==> config.mk <==
export PLATFORM = sky130hd
export DESIGN_NAME = dsc_bs2bin_acc_flat
export DESIGN_NICKNAME = d
export VERILOG_FILES = /design/src/rtl/dsc_bs2bin_acc_if.sv /design/src/rtl/dsc_bs2bin_acc.sv /design/src/flat_wrapper.sv
export SDC_FILE = /design/constraint.sdc
export NUM_CORES = 1
export LEC_CHECK = 0
export CAP_MARGIN = 0
export CORE_MARGIN = 2
export CORE_UTILIZATION = 35
export CTS_BUF_LIST = sky130_fd_sc_hd__clkbuf_16
export CTS_CLUSTER_DIAMETER = 200
export DETAILED_ROUTE_END_ITERATION = 7
export GPL_ROUTABILITY_DRIVEN = 0
export GPL_TIMING_DRIVEN = 0
export PLACE_DENSITY = 0.63
export SLEW_MARGIN = 20
export SYNTH_ARGS = -nofsm -noshare
export SYNTH_HDL_FRONTEND = slang
export SYNTH_SLANG_ARGS = --single-unit
==> constraint.sdc <==
create_clock -name clk -period 1.8 [get_ports clk]
set_clock_uncertainty 0.05 [all_clocks]
set_input_delay 0.18 -clock clk [delete_from_list [all_inputs] [get_ports clk]]
set_output_delay 0.18 -clock clk [all_outputs]
set_load 0.05 [all_outputs]
==> src/rtl/dsc_bs2bin_acc_if.sv <==
`default_nettype none
// ============================================================================
//  Module   : dsc_bs2bin_acc_if
//  Brief    : Bitstream-to-binary converter bus (bitstream, control, result)
//  Revision : 1.0  initial release
// ============================================================================
interface dsc_bs2bin_acc_if #(
    parameter int DATAWD = 8
);
    logic              iBit;
    logic              start;
    logic              iClr;
    logic              oLoad;
    logic              oBusy;
    logic              oValid;
    logic [DATAWD-1:0] oData;

    // master: controlling logic / upstream multiplier side
    modport master (
        output iBit,
        output start,
        output iClr,
        input  oLoad,
        input  oBusy,
        input  oValid,
        input  oData
    );

    modport slave (
        input  iBit,
        input  start,
        input  iClr,
        output oLoad,
        output oBusy,
        output oValid,
        output oData
    );
endinterface
`default_nettype wire

==> src/rtl/dsc_bs2bin_acc.sv <==
`default_nettype none
// ============================================================================
//  Module   : dsc_bs2bin_acc
//  Brief    : Counts ones of a stochastic bitstream over a 2^WINLOG window and
//             returns the scaled, saturated DATAWD-bit binary value.
//  Revision : 1.0  initial release
// ============================================================================
module dsc_bs2bin_acc #(
    parameter int DATAWD = 8,
    parameter int WINLOG = 8
) (
    input  wire logic         clk,
    input  wire logic         rst_n,
    dsc_bs2bin_acc_if.slave   bus
);

    generate
        if (WINLOG < DATAWD) begin : g_param_check
            $error("dsc_bs2bin_acc: WINLOG must be >= DATAWD");
        end
    endgenerate

    typedef enum logic [1:0] {
        ST_IDLE = 2'd0,
        ST_LOAD = 2'd1,
        ST_RUN  = 2'd2,
        ST_DONE = 2'd3
    } state_t;

    localparam logic [WINLOG:0]   c_win_len  = {1'b1, {WINLOG{1'b0}}};
    localparam logic [WINLOG-1:0] c_cnt_one  = {{(WINLOG-1){1'b0}}, 1'b1};

    state_t              state_q, state_d;
    logic [WINLOG:0]     acc_q, acc_d;
    logic [WINLOG-1:0]   win_cnt_q, win_cnt_d;
    logic [DATAWD-1:0]   data_q, data_d;

    logic [WINLOG:0]     w_acc_sum;
    logic                w_last;
    logic [DATAWD-1:0]   w_scaled;

    // Sum including the current sample so the final bit lands in the result.
    assign w_acc_sum = acc_q + {{WINLOG{1'b0}}, bus.iBit};
    assign w_last    = &win_cnt_q;
    // A full window of ones would wrap the top-bits slice to zero, so saturate.
    assign w_scaled  = (w_acc_sum == c_win_len) ? {DATAWD{1'b1}}
                                                : w_acc_sum[WINLOG-1 -: DATAWD];

    always_ff @(posedge clk or negedge rst_n) begin
        if (!rst_n) begin
            state_q <= ST_IDLE;
        end else begin
            state_q <= state_d;
        end
    end

    always_ff @(posedge clk or negedge rst_n) begin
        if (!rst_n) begin
            acc_q     <= '0;
            win_cnt_q <= '0;
            data_q    <= '0;
        end else begin
            acc_q     <= acc_d;
            win_cnt_q <= win_cnt_d;
            data_q    <= data_d;
        end
    end

    always_comb begin
        state_d   = state_q;
        acc_d     = acc_q;
        win_cnt_d = win_cnt_q;
        data_d    = data_q;

        if (bus.iClr) begin
            state_d   = ST_IDLE;
            acc_d     = '0;
            win_cnt_d = '0;
        end else begin
            case (state_q)
                ST_IDLE: begin
                    if (bus.start) begin
                        state_d = ST_LOAD;
                    end
                end
                ST_LOAD: begin
                    acc_d     = '0;
                    win_cnt_d = '0;
                    state_d   = ST_RUN;
                end
                ST_RUN: begin
                    acc_d     = w_acc_sum;
                    win_cnt_d = win_cnt_q + c_cnt_one;
                    if (w_last) begin
                        data_d  = w_scaled;
                        state_d = ST_DONE;
                    end
                end
                ST_DONE: begin
                    state_d = ST_IDLE;
                end
                default: begin
                    state_d = ST_IDLE;
                end
            endcase
        end
    end

    assign bus.oLoad  = (state_q == ST_LOAD);
    assign bus.oValid = (state_q == ST_DONE);
    assign bus.oBusy  = (state_q != ST_IDLE);
    assign bus.oData  = data_q;

endmodule
`default_nettype wire

==> src/flat_wrapper.sv <==
// flat-port wrapper written by rule: the top's interface ports become plain ports
module dsc_bs2bin_acc_flat 
#(
    parameter int DATAWD = 8,
    parameter int WINLOG = 8
)
  (clk, rst_n, bus_iBit, bus_start, bus_iClr, bus_oLoad, bus_oBusy, bus_oValid, bus_oData);
  dsc_bs2bin_acc_if #(.DATAWD(DATAWD)) bus_i ();
  input  wire logic clk;
  input  wire logic rst_n;
  input wire logic [$bits(bus_i.iBit)-1:0] bus_iBit;
  input wire logic [$bits(bus_i.start)-1:0] bus_start;
  input wire logic [$bits(bus_i.iClr)-1:0] bus_iClr;
  output wire logic [$bits(bus_i.oLoad)-1:0] bus_oLoad;
  output wire logic [$bits(bus_i.oBusy)-1:0] bus_oBusy;
  output wire logic [$bits(bus_i.oValid)-1:0] bus_oValid;
  output wire logic [$bits(bus_i.oData)-1:0] bus_oData;
  assign bus_i.iBit = bus_iBit;
  assign bus_i.start = bus_start;
  assign bus_i.iClr = bus_iClr;
  assign bus_oLoad = bus_i.oLoad;
  assign bus_oBusy = bus_i.oBusy;
  assign bus_oValid = bus_i.oValid;
  assign bus_oData = bus_i.oData;
  dsc_bs2bin_acc #(.DATAWD(DATAWD), .WINLOG(WINLOG)) u_core (.clk(clk), .rst_n(rst_n), .bus(bus_i));
endmodule
==> impl_metrics.yaml <==
worst_setup_path:
  worstPathRequired_ns: 1.95
  timing.rr.start: "u_core.acc_q[0]$_DFFE_PN0P_"
  worstSetupStartpointType: "register"
  crit_path_end_kind: "register"
  cp_data_arrival_time_ns: 2.07
  reg2reg_setup_slack_ns: -0.12
  r2r_cells: 6
  cp_max_fo: 6
  path_class: "reg2reg"
  rr_endpoint: "u_core.bus.oData[1]$_DFFE_PN0P_"
cells_and_area:
  final_cell_area_um2: 1970
  n_antenna_cell: 0
  area_growth_pct: 31.3
  nets: 204
  drive_above_1_share_pct: 23.0
global_routing:
  grt_max_degree: 28
  grt_usage_pct: 14.9
  grt_pass1_vias: 1290
  grt_pass1_wl_um: 5840
  antenna_found_initial: 0
  grt_overflow: 0
floorplan:
  core_um2: 4060
  die_width_um: 69.4
  pin_count: 16
  num_rows: 23
  die_area_um2: 4820
  initial_core_util_pct: 36.9
  die_h_um: 69.4
sta:
  rsz0062_at_grt: "yes"
  slew_viol_final: 0
  layout_setup_ws_ns: -0.117
  fin_crit_sh_pct: 107
  setup_violations: 8
  max_freq_mhz: 522
  slew_headroom_pct: 58.4
  hold_violations: 0
  worst_pin_slew_ns: 0.624
  fin_crit_ns: 1.92
  tns_ns: -0.846
detailed_routing:
  wl_um: 3490
  wl_per_cell_um: 14.5
  vias: 1294
  first_pass_iters: 4
  drt_iter0_markers: 52
  ant_nets: 0
  drc: 0
  viasPerCell: 5.37
cts:
  cts_tree: "done"
  path_clk_slew_ns: 0.07
  cts_buffer_depth: 2
  numClockSinks: 27
  htreeDepth: 1
  clock_latency_ns: 0.26
  cts-root-buf: "clkbuf_16"
  numCtsBuffers: 3
synthesis:
  synthAdderAreaFrac_pct: 5.85
  synth_flop_cell: "dfrtp_1"
  synth-simple-area-share_pct: 23.4
  ys_top_cells_by_count: "27 x dfrtp_1, 25 x nand2_1, 24 x o21ai_0"
  synth-seq-cells: 27
  synth_top_family_by_area: "simple AND/OR/NAND/NOR gates"
  yosysWarnings: 0
  synth.most_common_cell: "dfrtp_1"
  synth-edff-count: 0
  synth_top_area_cell: "dfrtp_1"
  synthXorXnorAreaFrac_pct: 2.92
  ys_seq_area_share_pct: 45.1
  syn_area_um2: 1500
  muxShareOfSynthArea_pct: 2.67
  syn_inst: 162
  synth_compound_area_share_pct: 16.5
  asyncSetResetFlopFracSynth_pct: 100
  ys_types: 37
  syn_nets: 174
  postSynthAreaPerCell_um2: 9.24
  synthTopCellsByArea: "dfrtp_1 45%, o21ai_0 8.0%, nand2_1 6.3%"
  synth.top_cell.area_share_pct: 45.1
outcome:
  violations: "negative setup slack"
  status: "complete, but fails checks"
power:
  p_sw_uw: 635
  p_leak_uw: 0.000888
  clkPwrFrac_pct: 28.1
  p_total_uw: 1810
  p_comb_share_pct: 34.4
  powerDensity_nw_per_um2: 920
  power_frac_seq_pct: 37.5
  irDropWorstVdd_v: 0.000359
  p_sw_share_pct: 35.1
  cellInternalPower_uw: 1170
place:
  place_ws_ns: -0.431
  dpl.hpwl_um: 2400
  place_area_um2: 1730
  port_buffers: 15
job:
  drv_cap: 0
hold_path:
  worst_hold_path_type: "in2async"
[cells in the final DEF (no fill, tap or decap), types with 3 or more instances in the layout]
cell and instances:
clkdlybuf4s50_1 11, ha_1 4, dfrtp_1 27, nor2_1 14, clkbuf_2 5, o21ai_0 24, mux2i_1 4, nand2_1 23
clkbuf_16 3, and3_1 4, a22o_1 3, inv_1 6, buf_4 9, a21oi_1 3, ha_4 3, a31oi_1 3
[sequential cells by signal (all words and copies together) (netlist names)]
name,cells
u_core.bus.oData,8
u_core.win_cnt_q,8
u_core.state_q,2
u_core.acc_q,9
[timing repair]
item | in CTS | in global routing
setup endpoints to repair | 26 | 23
endpoints found under the hold margin | 27 | 0
hold buffers | 1 | 0
pin swaps | 8 | 7
cloned | 0 | 1
buffers inserted | 4 | 4
resized for setup | 14 | 16
[routing by layer]
layer / up-vias / global-route usage, % / wire length, µm
li1: 628 / - / -
met1: 634 / 19.1 / 1590
met2: 23 / 24.1 / 1690
met3: 9 / 2.03 / 98
met4: 0 / 8.71 / 111
met5: - / 0 / 0
[how the worst max path moves through the flow]
stage	from	endpoint	slack (ns)	cells past startpoint
final	u_core.acc_q[0]$_DFFE_PN0P_	u_core.bus.oData[1]$_DFFE_PN0P_	-0.12	6
after global routing	u_core.acc_q[0]$_DFFE_PN0P_	u_core.bus.oData[7]$_DFFE_PN0P_	-0.19	6
after CTS	u_core.acc_q[0]$_DFFE_PN0P_	u_core.bus.oData[4]$_DFFE_PN0P_	-0.13	6
after detailed placement	bus_iBit	u_core.bus.oData[7]$_DFFE_PN0P_	-0.43	7
after global placement	bus_iBit	u_core.bus.oData[7]$_DFFE_PN0P_	-0.40	7
after floorplan	u_core.acc_q[0]$_DFFE_PN0P_	u_core.bus.oData[5]$_DFFE_PN0P_	-0.004	6
[worst max-delay path, cell delays in order, from the launching register on]
cell and delay, ns:
dfrtp_1 0.41, ha_4 0.18, ha_4 0.22, or4_4 0.49, o22ai_4 0.23, nand4_4 0.18
nand2_1 0.11
[layout make-up]
type	count	area (µm²)
multi-input cells	124	878
fillers	367	2090
clock inverters	1	3.75
well taps	50	62.6
clock buffers	3	75.1
repair buffers	25	211
plain buffers	6	41.3
inverters	5	18.8
flip-flops and latches	27	676
[cell families after synthesis]
| kind of cell | after synthesis |
|---|---|
| compound gates | 42 |
| buf+inv | 11 |
| mux | 4 |
| fa+ha+maj | 7 |
| xor+xnor | 5 |
| simple gates | 66 |
| flops | 27 |
[stage by stage]
stage | std cells | hold WS, ns | utilization [%]
finish | 241 | 0.419 | 48.5
global route | 241 | 0.482 | 48.5
CTS | 236 | 0.444 | 46.5
detailed placement | 227 | 0.189 | 42.5
global placement | 227 | 0.422 | 42.6
floorplan | 162 | -0.166 | -
[power by group through the flow]
stage | sequential [µW] | combinational, µW | clock [µW]
global route | 685 | 683 | 542
floorplan | 675 | 383 | 0
global placement | 680 | 520 | 0
CTS | 674 | 560 | 520
detailed placement | 685 | 532 | 0
finish | 679 | 623 | 508
(Power assumes the default switching activity.)
